[src/rtl/sipo_pkg.sv]
// Shared constants for the serial frame receiver: FSM state encoding and line levels.
package sipo_pkg;
  localparam logic [1:0] ST_IDLE = 2'd0;
  localparam logic [1:0] ST_DATA = 2'd1;
  localparam logic [1:0] ST_PAR  = 2'd2;
  localparam logic [1:0] ST_STOP = 2'd3;

  localparam logic START_BIT = 1'b0;
  localparam logic STOP_BIT  = 1'b1;
endpackage

[src/rtl/sipo_shreg.sv]
// WIDTH-bit MSB-first shift register with shift enable and async active-high clear.
module sipo_shreg #(
  parameter int WIDTH = 4
) (
  input  logic             clk,
  input  logic             clr,
  input  logic             en,
  input  logic             din,
  output logic [WIDTH-1:0] q
);
  always_ff @(posedge clk or posedge clr) begin
    if (clr)     q <= '0;
    else if (en) q <= {q[WIDTH-2:0], din};
  end
endmodule

[src/rtl/sipo_frame_rx.sv]
// Serial frame receiver: start bit, WIDTH data bits MSB first, stop bit; valid/ack holding register.
// Define SIPO_FRAME_RX_PARITY_EN to expect an even-parity bit before the stop bit (adds perr).
module sipo_frame_rx
  import sipo_pkg::*;
#(
  parameter int WIDTH = 4
) (
  input  logic             clk,
  input  logic             clr,
  input  logic             sft,
  input  logic             sin,
  input  logic             ack,
  output logic [WIDTH-1:0] qrx,
  output logic             dvalid,
  output logic             busy,
  output logic             ferr,
`ifdef SIPO_FRAME_RX_PARITY_EN
  output logic             perr,
`endif
  output logic             ovr
);
  localparam int CW = (WIDTH > 1) ? $clog2(WIDTH) : 1;
`ifdef SIPO_FRAME_RX_PARITY_EN
  localparam logic [1:0] ST_AFTER_DATA = ST_PAR;
`else
  localparam logic [1:0] ST_AFTER_DATA = ST_STOP;
`endif

  logic [1:0]       state, nstate;
  logic [CW-1:0]    cnt, ncnt;
  logic [WIDTH-1:0] shreg;
  logic             last, good_stop, bad_stop, load;

  sipo_shreg #(.WIDTH(WIDTH)) u_shreg (
    .clk (clk),
    .clr (clr),
    .en  (sft && (state == ST_DATA)),
    .din (sin),
    .q   (shreg)
  );

  assign last      = (cnt == CW'(WIDTH - 1));
  assign busy      = (state != ST_IDLE);
  assign good_stop = sft && (state == ST_STOP) && (sin == STOP_BIT);
  assign bad_stop  = sft && (state == ST_STOP) && (sin != STOP_BIT);
  // A pending word blocks the load unless the consumer acks on this very edge.
  assign load      = good_stop && (!dvalid || ack);

  always_ff @(posedge clk or posedge clr) begin
    if (clr) begin
      state <= ST_IDLE;
      cnt   <= '0;
    end else begin
      state <= nstate;
      cnt   <= ncnt;
    end
  end

  always_comb begin
    nstate = state;
    ncnt   = cnt;
    if (sft) begin
      case (state)
        ST_IDLE: if (sin == START_BIT) begin
          nstate = ST_DATA;
          ncnt   = '0;
        end
        ST_DATA: begin
          if (last) nstate = ST_AFTER_DATA;
          else      ncnt   = cnt + CW'(1);
        end
        ST_PAR:  nstate = ST_STOP;
        // a low stop bit returns to IDLE without being taken as a start bit
        default: nstate = ST_IDLE;
      endcase
    end
  end

  always_ff @(posedge clk or posedge clr) begin
    if (clr) begin
      qrx    <= '0;
      dvalid <= 1'b0;
      ferr   <= 1'b0;
      ovr    <= 1'b0;
    end else begin
      if (load) qrx <= shreg;
      dvalid <= (dvalid && !ack) || load;
      ovr    <= (ovr && !ack) || (good_stop && dvalid && !ack);
      ferr   <= (ferr && !ack) || bad_stop;
    end
  end

`ifdef SIPO_FRAME_RX_PARITY_EN
  always_ff @(posedge clk or posedge clr) begin
    if (clr) perr <= 1'b0;
    else     perr <= (perr && !ack) || (sft && (state == ST_PAR) && (^{shreg, sin}));
  end
`endif
endmodule

[config.mk]
export PLATFORM = sky130hd
export DESIGN_NAME = sipo_frame_rx
export DESIGN_NICKNAME = d
export VERILOG_FILES = /design/src/rtl/sipo_pkg.sv /design/src/rtl/sipo_shreg.sv /design/src/rtl/sipo_frame_rx.sv
export SDC_FILE = /design/constraint.sdc
export NUM_CORES = 1
export LEC_CHECK = 0
export CORE_MARGIN = 8
export CORE_UTILIZATION = 40
export CTS_BUF_LIST = sky130_fd_sc_hd__clkbuf_4 sky130_fd_sc_hd__clkbuf_8
export DETAILED_ROUTE_END_ITERATION = 10
export DONT_BUFFER_PORTS = 1
export SLEW_MARGIN = 20
export SYNTH_ARGS = -nofsm -noshare
export SYNTH_HDL_FRONTEND = slang
export SYNTH_SLANG_ARGS = --single-unit
[constraint.sdc]
create_clock -name clk -period 1.9 [get_ports clk]
set_clock_uncertainty 0.2 [all_clocks]
set_input_delay 0.19 -clock clk [delete_from_list [all_inputs] [get_ports clk]]
set_output_delay 0.19 -clock clk [all_outputs]
set_load 0.02 [all_outputs]
---- Word level (Yosys, flattened, before mapping) ----
Index checks and enable logic that the tools add are counted.
word-level totals
  register bits ........................... 15
  latch bits .............................. 0
  memory bits (writable) .................. 0
  bits in read-only memories .............. 0
  output and inout bits ................... 8
  memories ................................ 0
operators by class
  add/sub/neg operators ................... 1
  multiply operators ...................... 0
  div/mod/pow operators ................... 0
  order comparisons ....................... 0
  equal/unequal tests ..................... 7
  shift operators ......................... 0
  multiplexer cells ....................... 6
  bitwise logic cells ..................... 1
  reductions and logical operators ........ 21
operator list
  cell                 count
  $logic_and 1x1->1    10
  $mux 2               4
  $eq 2x2->1 const B   3
  $ne 2x2->1 const B   3
  $pmux 2 s3           1
  $logic_or 1x1->1     4
  $pmux 2 s2           1
  $reduce_and 4->1     1
  $reduce_bool 2->1    2
  $reduce_and 3->1     1
  $add 2x1->2 const B  1
  $eq 2x1->1 const B   1
  $logic_not 1->1      2
  $logic_not 2->1      1
  $not 1->1            1

---- Logic depth before layout (Yosys ltp) ----
Gate-level depths: netlist (run 1).
  word-level depth ........................ 6
  gate-level depth with buffers ........... 5
  gate-level depth less buffers ........... 5

---- By module ----
A second synthesis (run 1) with hierarchy kept.
second synthesis, totals
  cell total of the unflattened synthesis .. 54
  area, all modules ....................... 691.9 µm²
by module, submodules not included
  module         instances  cells each  area each (µm²)  seq. area each (µm²)
  sipo_frame_rx  1          45          543.0            275.3
  sipo_shreg     1          9           148.9            100.1

---- Least setup slack after synthesis (run 1) ----
Ideal clock, no wire load.
  path kind ............................... register to register
  start point ............................. register state[1]
  end point ............................... register state[1]
  arrival ................................. 1245 ps
  required time ........................... 1575 ps
  slack ................................... 331 ps
  stages on the path, launching flop included .. 6
  buffers on the path ..................... 0
  cells stage by stage .................... dfrtp_1 -> inv_1 -> ha_1 -> inv_1 -> o21ai_1 -> mux2_2
between the ends
  cells in the longest elaborated chain, start to end .. 3
  elaborated cells between the ends (all ways) .. 7
  those cells by class .................... 4 x eq/ne; 1 x mux; 2 x reduce/logical
RTL lines
  what                                                  RTL line             RTL
  from (decl)                                           sipo_frame_rx.sv:29  logic [1:0] state, nstate;
  from (signal assigned)                                sipo_frame_rx.sv:54  state <= nstate;
  $eq 2x1->1 / $logic_not 2->1 (equally long branches)  sipo_frame_rx.sv:63  case (state)
  $ne 2x2->1 (no source line)                           --
  $reduce_and 3->1 (no source line)                     --
Several ways; a longest one is shown, not always the timed one.
A chain may end at the register's enable or synchronous reset.

---- Final worst setup path (run 1) ----
  start point ............................. register state[0]
  end point ............................... register ovr
between the ends
  cells in the longest elaborated chain, start to end .. 6
RTL lines
  what                            RTL line             RTL
  $eq 2x2->1                      sipo_frame_rx.sv:44  assign good_stop = sft && (state == ST_STOP) && (sin == STOP_BIT);
  $logic_and 1x1->1 (2 in a row)  sipo_frame_rx.sv:44
  $logic_and 1x1->1 (2 in a row)  sipo_frame_rx.sv:88  ovr <= (ovr && !ack) || (good_stop && dvalid && !ack);
  $logic_or 1x1->1                sipo_frame_rx.sv:88
  to (signal assigned)            sipo_frame_rx.sv:88
  to (decl)                       sipo_frame_rx.sv:20  output logic ovr
Every way passes these cells.

==> flow_summary.toml, run 1 <==
[synth]
yosysSeqAreaShare_pct = 55.2
syn-cell-area_um2 = 679
syn-num-nets = 62
synth_cells = 53
ys_ff_latch = 15
ys_types = 16
yosys.area.top_type = "dfrtp_1"
yosys.area.top_type_share_pct = 55.2
synth_area_per_cell_um2 = 12.8
synth_top_family_by_area = "multiplexers"
synth-xor-area-share_pct = 0
synth-simple-area-share_pct = 4.05
synthMuxAreaShare_pct = 20.1
synth_fa_ha_area_share_pct = 7.37
synth_warnings = 0
synth_compound_area_share_pct = 8.84
synth_area_leaders = "dfrtp_1 55%, mux2_2 15%, ha_1 7.4%, inv_1 4.4%, mux2i_1 2.9%"

[routing]
wire_per_inst_um = 13.9
dr_wl_met3_um = 126
drt_iter0_drc = 9
detail_route.wirelength_mm = 1.11
drcViolationCount = 0
first_pass_iters = 2
ant_nets = 0
vias = 402
highest_layer = "met3"
drt-met1-wl_um = 508
wl_met2_um = 478
routed_via_density = 5.03

[setup_path]
cp-end-kind = "flop"
critPathLaunch = "state[0]"
crit_path_start_kind = "flop"
rr_endpoint = "ovr"
r2r_slack_ns = 0.11
crit_end = "ovr"
required_ns = 1.86
critical_path_class = "reg -> reg"
crit_path_max_fanout = 4
rr_startpoint = "state[0]"
worstPathArrival_ns = 1.75
worstRegToRegCells = 4

[flow_run]
max_cap_violations = 0

[grt]
grt_pass1_vias = 412
grt-ovfl-total = 0
grt_pass1_wl_mm = 1.95
antenna_found_initial = 0
grt_max_degree = 16
grtUsageTotal_pct = 7.73

[clock_network]
cts_htree_levels = 1
cts.sinks = 15
cts_inserted_buffers = 3
root_buffer = "clkbuf_4"
cts_resized = 0
cts_setup_buffers = 0
clk-insertion-delay-late_ns = 0.28
clkTransAtPathRegs_ns = 0.09
cts_tree = "built"
cts_buffer_depth = 2

[timing]
fin_setup_tns_ns = 0
final.period_utilization_pct = 94.2
hold_viol_final = 0
setup_violations = 0
rsz0062_at_grt = "no"
drv_slew = 0
max_freq_mhz = 559
max_slew.worst_pin.slew_ns = 0.530
fin_crit_ns = 1.79
slew-limit-headroom_pct = 64.6
fin_hold_ws_ns = 0.0588

[place]
io_buffers = 0
gp_congestion = 0.672
place_area_um2 = 701
dp_hpwl_um = 864

[die]
dieWidth_um = 57.2
die_area_um2 = 3270
core-area_um2 = 1650
start_util_pct = 41.1
dieHeight_um = 57.2
ioPinCount = 13
std_cell_rows = 15

[layout]
diodes = 0
design_area_um2 = 788
syn_to_final_growth_pct = 16.0
drive_above_1_share_pct = 27.0
mostFrequentLayoutCell = "dfrtp_1"
final_nets = 73
layout_common_cells = "15 x dfrtp_1, 9 x mux2_2, 8 x inv_1, 6 x dlygate4sd3_1"

[status]
status = "finished, final reports clean"

[power_and_ir_drop]
switching_power_uw = 435
internal-power_uw = 748
power_frac_comb_pct = 32.7
swShare_pct = 36.8
p_per_area_nw_per_um2 = 1500
ir_worst_vdd_mv = 0.651
p_leak_nw = 0.383
clockPowerShare_pct = 14.8
sequentialPowerShare_pct = 52.5

[worst_hold_path]
hold_class = "in -> reg"
## sequential cells by signal, summed over array words and instances, names as in the netlist
name and count:
cnt 2, dvalid 1, ferr 1, ovr 1
qrx 4, state 2, u_shreg.q 4
## critical path, cell delays in order (launching register included)
cell and delay, ns:
dfrtp_1 0.40, ha_1 0.24, a41oi_1 0.22, nor2_1 0.06
dlygate4sd3_1 0.56
## timing repair
item | in CTS | in global routing
setup endpoints to repair | 0 | 0
hold endpoints to repair | 20 | 0
hold buffers | 6 | 0
## power by group through the flow
stage	clock [mW]	sequential (mW)	combinational (mW)
after global routing	0.204	0.643	0.433
final	0.175	0.621	0.387
after CTS	0.183	0.627	0.392
after detailed placement	0	0.635	0.373
after floorplan	0	0.601	0.325
after global placement	0	0.630	0.366
## stage by stage
| stage | cells | utilization (%) | total power, mW | setup WS, ns |
|---|---|---|---|---|
| after global routing | 80 | 47.7 | 1.28 | 0.0464 |
| final | 80 | 47.7 | 1.18 | 0.110 |
| after detailed placement | 70 | 42.4 | 1.01 | 0.198 |
| after floorplan | 53 | - | 0.926 | 0.331 |
| after CTS | 80 | 47.7 | 1.20 | 0.115 |
| after global placement | 70 | 42.4 | 0.996 | 0.207 |
## kinds of logic (layout without fill, tap and decap cells)
kind of cell    after synthesis  count (layout)
compound gates                7               7
fa+ha+maj                     4               4
buf+inv                       8              18
flops                        15              15
mux                          12              12
simple gates                  7               7
## per-layer routing
layer	vias to the layer above	GRT usage (%)
met1	191	9.34
met5	-	0
met3	0	6.43
met4	0	2.01
li1	199	-
met2	12	10.1
## final cells by class
type                    instances  area [µm²]
multi-input cells              30         274
clock inverters                 1        5.00
repair buffers                  6        60.1
fillers                       151         863
clock buffers                   3        22.5
inverters                       8        30.0
flip-flops and latches         15         375
well taps                      17        21.3
## how the worst min path moves through the flow
stage / slack (ns) / cells past startpoint / startpoint / endpoint
final: 0.06 / 2 / sft / u_shreg.q[1]
after floorplan: -0.11 / 1 / clr / cnt[0]
after detailed placement: -0.04 / 1 / clr / cnt[0]
after global placement: -0.04 / 1 / clr / cnt[1]
after global routing: 0.05 / 2 / sft / u_shreg.q[2]
after CTS: 0.06 / 2 / sft / u_shreg.q[1]
## synth_stat cells
cell and instances:
nor2_1 2, mux2_4 1, o2bb2ai_1 1, inv_1 8, a41oi_1 1, mux2_2 9, a21oi_2 1, o211ai_2 1
a21boi_2 1, dfrtp_1 15, ha_1 4, mux2i_1 2, o21ai_1 1, nand2_1 4, nand3_1 1, o21ai_0 1
Note: power is estimated with default switching activity, not from simulation.
==> run 2: changes to the inputs <==
--- a/config.mk
+++ b/config.mk
@@ -5,12 +5,13 @@
 export SDC_FILE = /design/constraint.sdc
 export NUM_CORES = 1
 export LEC_CHECK = 0
+export CAP_MARGIN = 5
 export CORE_MARGIN = 8
 export CORE_UTILIZATION = 40
 export CTS_BUF_LIST = sky130_fd_sc_hd__clkbuf_4 sky130_fd_sc_hd__clkbuf_8
 export DETAILED_ROUTE_END_ITERATION = 10
 export DONT_BUFFER_PORTS = 1
-export SLEW_MARGIN = 20
+export SLEW_MARGIN = 5
 export SYNTH_ARGS = -nofsm -noshare
 export SYNTH_HDL_FRONTEND = slang
 export SYNTH_SLANG_ARGS = --single-unit
==> results of run 2 <==
Final layout, timing and power as in run 1 (identical DEF).
